File: src/rtl/fp_mult_pipe.sv
// Three-stage pipelined IEEE-754 multiplier (FP32 default, FP16/bf16 by parameter).
// RNE rounding, subnormals flushed to zero, canonical qNaN, per-result flags.
module fp_mult_pipe #(
  parameter int EXP_W = 8,
  parameter int MAN_W = 23
) (
  input  logic                   clk,
  input  logic                   rst,
  input  logic                   in_valid,
  output logic                   in_ready,
  input  logic [EXP_W+MAN_W:0]   opd1,
  input  logic [EXP_W+MAN_W:0]   opd2,
  output logic                   out_valid,
  input  logic                   out_ready,
  output logic [EXP_W+MAN_W:0]   res,
  output logic                   nan,
  output logic                   exp_overflow,
  output logic                   underflow,
  output logic                   zero,
  output logic                   inexact
);

  localparam int W      = 1 + EXP_W + MAN_W;
  localparam int MW     = MAN_W + 1;
  localparam int PW     = 2 * MW;
  localparam int EW     = EXP_W + 2;
  localparam int STAGES = 3;
  localparam logic [EW-1:0] BIAS = EW'((1 << (EXP_W - 1)) - 1);
  localparam logic [EW-1:0] EMAX = EW'((1 << EXP_W) - 1);

  logic          stall;
  logic [STAGES:1] vld_q;

  assign stall     = vld_q[STAGES] & ~out_ready;
  assign in_ready  = ~stall;
  assign out_valid = vld_q[STAGES];

  always_ff @(posedge clk) begin
    if (rst)         vld_q <= '0;
    else if (!stall) vld_q <= {vld_q[STAGES-1:1], in_valid};
  end

  // ---- stage 1: unpack / classify ----
  logic [EXP_W-1:0] ea, eb;
  logic [MAN_W-1:0] fa, fb;
  logic             za, zb, ia, ib, na, nb;
  logic             sgn_d, nan_c_d, inf_c_d, zer_c_d;
  logic [EW-1:0]    e1_d;

  always_comb begin
    ea = opd1[W-2:MAN_W];
    eb = opd2[W-2:MAN_W];
    fa = opd1[MAN_W-1:0];
    fb = opd2[MAN_W-1:0];
    za = (ea == '0);
    zb = (eb == '0);
    ia = (&ea) & (fa == '0);
    ib = (&eb) & (fb == '0);
    na = (&ea) & (|fa);
    nb = (&eb) & (|fb);
    sgn_d   = opd1[W-1] ^ opd2[W-1];
    nan_c_d = na | nb | (za & ib) | (ia & zb);
    inf_c_d = ia | ib;
    zer_c_d = za | zb;
    e1_d    = {2'b00, ea} + {2'b00, eb} - BIAS;
  end

  logic          sgn1_q, nan1_q, inf1_q, zer1_q;
  logic [EW-1:0] e1_q;
  logic [MW-1:0] m1_q, m2_q;

  always_ff @(posedge clk) begin
    if (!stall) begin
      sgn1_q <= sgn_d;
      nan1_q <= nan_c_d;
      inf1_q <= inf_c_d;
      zer1_q <= zer_c_d;
      e1_q   <= e1_d;
      m1_q   <= {1'b1, fa};
      m2_q   <= {1'b1, fb};
    end
  end

  // ---- stage 2: significand multiply ----
  logic [PW-1:0] prod_d;
  assign prod_d = {{MW{1'b0}}, m1_q} * {{MW{1'b0}}, m2_q};

  logic          sgn2_q, nan2_q, inf2_q, zer2_q;
  logic [EW-1:0] e2_q;
  logic [PW-1:0] prod_q;

  always_ff @(posedge clk) begin
    if (!stall) begin
      sgn2_q <= sgn1_q;
      nan2_q <= nan1_q;
      inf2_q <= inf1_q;
      zer2_q <= zer1_q;
      e2_q   <= e1_q;
      prod_q <= prod_d;
    end
  end

  // ---- stage 3: normalise, round, pack ----
  logic          msb, guard, sticky, inc;
  logic [PW-1:0] norm;
  logic [MW-1:0] mant;
  logic [MW:0]   rnd;
  logic [EW-1:0] e_n;
  logic [MAN_W-1:0] frac;
  logic [W-1:0]  res_d;
  logic          nan_d, ovf_d, unf_d, zero_d, inx_d;

  always_comb begin
    msb    = prod_q[PW-1];
    norm   = msb ? prod_q : (prod_q << 1);
    mant   = norm[PW-1 -: MW];
    guard  = norm[MAN_W];
    sticky = |norm[MAN_W-1:0];
    inc    = guard & (sticky | mant[0]);
    rnd    = {1'b0, mant} + {{MW{1'b0}}, inc};
    // Normalisation shift and rounding carry each bump the exponent by one.
    e_n    = e2_q + {{(EW-1){1'b0}}, msb} + {{(EW-1){1'b0}}, rnd[MW]};
    frac   = rnd[MW] ? rnd[MW-1:1] : rnd[MAN_W-1:0];

    res_d  = {sgn2_q, e_n[EXP_W-1:0], frac};
    nan_d  = 1'b0;
    ovf_d  = 1'b0;
    unf_d  = 1'b0;
    zero_d = 1'b0;
    inx_d  = guard | sticky;

    if (nan2_q) begin
      res_d = {1'b0, {EXP_W{1'b1}}, 1'b1, {(MAN_W-1){1'b0}}};
      nan_d = 1'b1;
      inx_d = 1'b0;
    end else if (inf2_q) begin
      res_d = {sgn2_q, {EXP_W{1'b1}}, {MAN_W{1'b0}}};
      inx_d = 1'b0;
    end else if (zer2_q) begin
      res_d  = {sgn2_q, {(W-1){1'b0}}};
      zero_d = 1'b1;
      inx_d  = 1'b0;
    end else if (!e_n[EW-1] && (e_n >= EMAX)) begin
      res_d = {sgn2_q, {EXP_W{1'b1}}, {MAN_W{1'b0}}};
      ovf_d = 1'b1;
      inx_d = 1'b1;
    end else if (e_n[EW-1] || (e_n == '0)) begin
      res_d  = {sgn2_q, {(W-1){1'b0}}};
      unf_d  = 1'b1;
      zero_d = 1'b1;
      inx_d  = 1'b1;
    end
  end

  logic [W-1:0] res_q;
  logic         nan_q, ovf_q, unf_q, zero_q, inx_q;

  always_ff @(posedge clk) begin
    if (rst) begin
      res_q  <= '0;
      nan_q  <= 1'b0;
      ovf_q  <= 1'b0;
      unf_q  <= 1'b0;
      zero_q <= 1'b0;
      inx_q  <= 1'b0;
    end else if (!stall) begin
      res_q  <= res_d;
      nan_q  <= nan_d;
      ovf_q  <= ovf_d;
      unf_q  <= unf_d;
      zero_q <= zero_d;
      inx_q  <= inx_d;
    end
  end

  assign res          = res_q;
  assign nan          = nan_q;
  assign exp_overflow = ovf_q;
  assign underflow    = unf_q;
  assign zero         = zero_q;
  assign inexact      = inx_q;

endmodule
File: config.mk
export PLATFORM = sky130hd
export DESIGN_NAME = fp_mult_pipe
export DESIGN_NICKNAME = d
export VERILOG_FILES = /design/src/rtl/fp_mult_pipe.sv
export SDC_FILE = /design/constraint.sdc
export NUM_CORES = 2
export LEC_CHECK = 0
export ABC_AREA = 1
export BUFFER_PORTS_ARGS = -buffer_cell sky130_fd_sc_hd__buf_2
export CAP_MARGIN = 40
export CORE_UTILIZATION = 55
export CTS_BUF_LIST = sky130_fd_sc_hd__clkbuf_8
export DETAILED_ROUTE_END_ITERATION = 6
export MAX_ROUTING_LAYER = met4
export PLACE_DENSITY = 0.78
export SYNTH_ARGS = -nofsm -noshare
export SYNTH_HDL_FRONTEND = slang
export SYNTH_SLANG_ARGS = --single-unit
File: constraint.sdc
create_clock -name clk -period 20.8 [get_ports clk]
set_input_delay 5.2 -clock clk [delete_from_list [all_inputs] [get_ports clk]]
set_output_delay 5.2 -clock clk [all_outputs]
set_load 0.005 [all_outputs]
== Word level (Yosys, flattened, before mapping) ==
Cells that the tools add are included.

* $lt $le $gt $ge: 1
* Multipliers: 1
* Reductions and logical operators: 13
* Equality and inequality tests: 0
* $add $sub $neg: 5
* Bitwise logic cells: 18
* Multiplexer cells: 25
* Shifts and indexed selects: 0
* Divide/modulo/power cells: 0

{| class="wikitable"
|+ Operators with widths
! operator !! number
|-
| 31-bit two-way mux || 4
|-
| 23-bit OR reduction || 3
|-
| 24-bit by 24-bit multiplier with 48-bit output || 1
|-
| 48-bit two-way mux || 1
|-
| 23-bit zero test || 2
|-
| 32-bit two-way mux || 1
|-
| 24-bit by 1-bit adder with 25-bit output || 1
|-
| 23-bit two-way mux || 1
|-
| 10-bit by 1-bit adder with 10-bit output || 2
|-
| 1-bit two-way mux || 18
|-
| 8-bit zero test || 2
|-
| 8-bit AND reduction || 2
|-
| 10-bit by 8-bit greater-or-equal comparator with 1-bit output, second input constant || 1
|-
| 10-bit zero test || 1
|-
| 9-bit by 7-bit subtractor with 10-bit output, second input constant || 1
|-
| 8-bit by 8-bit adder with 9-bit output || 1
|-
| 1-bit bitwise AND || 8
|-
| 1-bit OR || 7
|-
| 1-bit NOT || 2
|-
| 1-bit logical AND || 1
|-
| 1-bit zero test || 1
|-
| 1-bit logical OR || 1
|-
| 1-bit XOR || 1
|}

* Bits of input ports: 68
* Memories: 0
* Bits in writable memories: 0
* Output and inout port bits: 39
* Register bits: 162
* Word-level logic and storage cells: 83
* Bits in latches: 0
* Memory bits (read-only): 0

== Logic depth before layout (Yosys ltp) ==
* Word-level depth: 13
* Mapped depth: 33
* Gate-level depth less buffers: 30

== Worst setup path after synthesis ==
No wires, ideal clock.

* Path type: input port to output port
* From: in out_ready
* To: out in_ready
* Stages on the path: 3
* Path slack: 6.679 ns
* Arrival: 8.921 ns
* Buffers on the path: 1
* Required time: 15.600 ns
* Path through: nor2_1 > inv_1 > clkbuf_1

* Longest elaborated chain between the ends: 3

{| class="wikitable"
|+ Ends and longest elaborated chain
! item !! RTL line !! RTL
|-
| start, declared || 14 || <nowiki>input logic out_ready,</nowiki>
|-
| 1-bit NOT || 34 || <nowiki>assign stall = vld_q[STAGES] & ~out_ready;</nowiki>
|-
| 1-bit bitwise AND || 34 ||
|-
| 1-bit NOT || 35 || <nowiki>assign in_ready = ~stall;</nowiki>
|-
| end, declared || 10 || <nowiki>output logic in_ready,</nowiki>
|}

Every way passes these cells.

== Final worst setup path ==
Same ends and word-level chain as after synthesis.

==> implementation parameters <==
Parameter                              Value

Critical path
  Largest stage delay on the critical path ... 480 ps
  Nature of the critical path endpoint ... output port
  Master of the slowest instance on the critical path ... sky130_fd_sc_hd__inv_6
  Most frequent cell on the critical path ... sky130_fd_sc_hd__buf_2
  Max FO, Critical Path ... 76
  Data arrival time of the worst path ... 6270 ps
  Worst setup path category ... in -> out
  Cells along the critical path ... buf_2 > nor2_2 > buf_4 > inv_6 > buf_2
  R2R depth ... 22
  Worst path required time ... 15600 ps
  Startpoint types ... input port

Timing
  Worst path setup slack after routing ... 9331 ps
  Worst-margin pin slew ... 848.1 ps
  Fin crit share ... 0.5514
  Setup repair after global routing missed its margin ... no
  Number of hold violations in the final report ... 0
  Worst relative slew slack ... 0.4346
  Setup TNS ... 0 ps
  Clock period minus worst slack ... 11470 ps
  Max Clock Skew ... 22.52 ps
  Number of endpoints failing setup at the final stage ... 0
  Max-slew violation count ... 0
  Maximum clock frequency ... 87.19 MHz

CTS
  Clock slew seen by the registers of the worst setup and hold paths ... 100 ps
  Inserted Clock Buffers ... 17
  CTS root buf ... sky130_fd_sc_hd__clkbuf_8
  Clock latency on the worst-skew pair ... 570 ps
  CTS resizes ... 0
  Buffer depth of the longest clock path ... 2
  Clock sink total ... 162
  Total number of H-tree levels ... 4
  Hold Buf Count CTS ... 0
  Clock tree from TritonCTS ... done
  Post CTS Setup Buffer Count ... 0

Global route
  First-pass GRT wire length ... 110900 um
  GRT Util Overall ... 0.2915
  GR Overflow Total ... 0
  Vias in the first global route ... 22530
  Pin count of the biggest net entering global routing ... 77
  Antenna violations before repair ... 0

Synthesis
  Average footprint of a synthesized cell ... 8.085 sq um
  Synthesized netlist net count ... 4109
  Area of the mapped netlist ... 27210 sq um
  Share of flip-flops with an asynchronous set or reset ... 0
  Number of warning messages in the yosys log ... 0
  Synth Register Bits ... 162
  Post-synthesis instance total ... 3366
  Count of distinct cell types in the synthesized netlist ... 47
  Flip-flop cell with the highest count after synthesis ... sky130_fd_sc_hd__edfxtp_1
  Number of flops mapped to enable cells by yosys ... 122
  Sequential element share of the synthesized area ... 0.1640

Die
  Initial standard-cell utilization of the core ... 0.5571
  Die Footprint ... 50370 sq um
  Die height ... 224.4 um
  Top-Level Pins ... 107
  DIE WIDTH ... 224.4 um
  Standard cell core area ... 48850 sq um
  # rows ... 81

Finish
  Sequential cell area ... 4464 sq um
  Fin nets ... 4176
  Commonest cells after routing, fill and taps aside ... sky130_fd_sc_hd__inv_1, sky130_fd_sc_hd__nand2_1, sky130_fd_sc_hd__fa_1
  Share of the core filled with cells in the final layout ... 0.5978
  Most common library cell in the layout ignoring fill and taps ... sky130_fd_sc_hd__inv_1
  Fraction of final layout cells with drive strength greater than 1 ... 0.07110
  Synthesis-to-finish area growth ... 7.310%
  Number of filler instances in the final layout ... 4301
  Area of the multi-input gates ... 18540 sq um

Min path
  Kind of path behind the tightest hold check ... reg -> reg
  Instance count along the most critical hold path ... 0

Detailed routing
  WL per Instance ... 16.35 um
  Detail Route Antenna Nets ... 0
  WL final ... 67200 um
  Count of vias placed by the detailed router ... 21280
  Vias per inst ... 5.177
  Remaining design rule violation count ... 0
  Router iterations before antenna repair ... 5
  Number of design-rule violations left by the first detailed-router iteration ... 1465

Place
  Placed wire-length estimate ... 54310 um
  Port Buffer Count ... 106
  Global placer's final weighted congestion ... 1.022
  Pre-CTS setup slack ... 9288 ps

Job
  Max-cap violation count ... 0

Outcome
  Outcome ... completed
## worst max-delay path, delay by kind of cell
| kind | cells | cell delay (ps) |
|---|---|---|
| AND/OR/NAND/NOR | 1 | 30 |
| buffers and inverters | 4 | 1010 |
## area by class of cell
type                       instances  area share
antenna                            1  0.00008569
clock buffer                      17    0.008012
clock inverter                    15    0.006641
inverter                         998      0.1284
multi-input combinational       2097      0.6348
sequential                       162      0.1529
tap                              664     0.02845
timing repair buffer             157     0.04070
## state kept, by name, summed over array words and instances (netlist names), 3 cells and up
register and cells:
e1_q 10, m2_q 23, prod_q 48, res 32, m1_q 23, vld_q 3
e2_q 10
## synthesized netlist by cell type (4+ instances only)
cell type | count | area (sq um)
sky130_fd_sc_hd__nand2_1 | 805 | 3022
sky130_fd_sc_hd__a21oi_1 | 95 | 475.5
sky130_fd_sc_hd__a31oi_1 | 10 | 62.56
sky130_fd_sc_hd__nor3_1 | 10 | 50.05
sky130_fd_sc_hd__o21ai_0 | 55 | 275.3
sky130_fd_sc_hd__nand2_2 | 20 | 125.1
sky130_fd_sc_hd__a21o_1 | 10 | 75.07
sky130_fd_sc_hd__buf_6 | 5 | 56.30
sky130_fd_sc_hd__edfxtp_1 | 122 | 3664
sky130_fd_sc_hd__nor4_1 | 20 | 125.1
sky130_fd_sc_hd__inv_1 | 992 | 3724
sky130_fd_sc_hd__ha_1 | 191 | 2390
sky130_fd_sc_hd__dfxtp_1 | 40 | 800.8
sky130_fd_sc_hd__xor2_1 | 42 | 367.9
sky130_fd_sc_hd__o21ai_2 | 4 | 35.03
sky130_fd_sc_hd__a21boi_0 | 6 | 45.04
sky130_fd_sc_hd__fa_1 | 484 | 9689
sky130_fd_sc_hd__nand4_1 | 26 | 162.7
sky130_fd_sc_hd__and2_1 | 4 | 25.02
sky130_fd_sc_hd__nor2_4 | 5 | 56.30
sky130_fd_sc_hd__xnor2_1 | 19 | 166.4
sky130_fd_sc_hd__clkbuf_1 | 99 | 371.6
sky130_fd_sc_hd__o21bai_1 | 10 | 75.07
sky130_fd_sc_hd__o21ai_1 | 12 | 60.06
sky130_fd_sc_hd__nor2_1 | 154 | 578.1
sky130_fd_sc_hd__nand3_1 | 74 | 370.4
sky130_fd_sc_hd__nor2_2 | 12 | 75.07
## routing by layer
| metal | up-vias | wire (um) | global-route usage |
|---|---|---|---|
| met4 | 0 | 2881 | 0.1336 |
| met5 | - | 0 | - |
| met1 | 10310 | 26500 | 0.3472 |
| li1 | 9931 | - | - |
| met3 | 211 | 5144 | 0.05356 |
| met2 | 831 | 32670 | 0.4817 |
## cell families after synthesis
group                      after synthesis  synth area share
AOI/OAI and AO/OA                      215           0.04414
xor gates and xnor gates                61           0.01963
adders and majority gates              675            0.4439
buffers and inverters                 1107            0.1549
DFF                                    162            0.1640
and+or+nand+nor                       1146            0.1735
## stage by stage
| stage | std cells | hold slack [ps] | cell area (sq um) |
|---|---|---|---|
| floorplan | 3366 | 400.3 | 27210 |
| global placement | 4060 | 400.7 | 28360 |
| detailed placement | 4077 | 404.5 | 28770 |
| CTS | 4109 | 428.6 | 29200 |
| global route | 4110 | 431.6 | 29200 |
| finish | 4111 | 425.5 | 29200 |
## path summary, 6_finish.rpt
kind                       from                   end  slack [ps]
max                   out_ready              in_ready        9330
min           e1_q[0]$_DFFE_PN_     e2_q[0]$_DFFE_PN_         430
max reg2reg  m1_q[12]$_DFFE_PN_  prod_q[23]$_DFFE_PN_       13590
min reg2reg   e1_q[0]$_DFFE_PN_     e2_q[0]$_DFFE_PN_         430
Power is not shown: default switching activity piles up to over one toggle a cycle in this logic, so the estimate is an artifact.
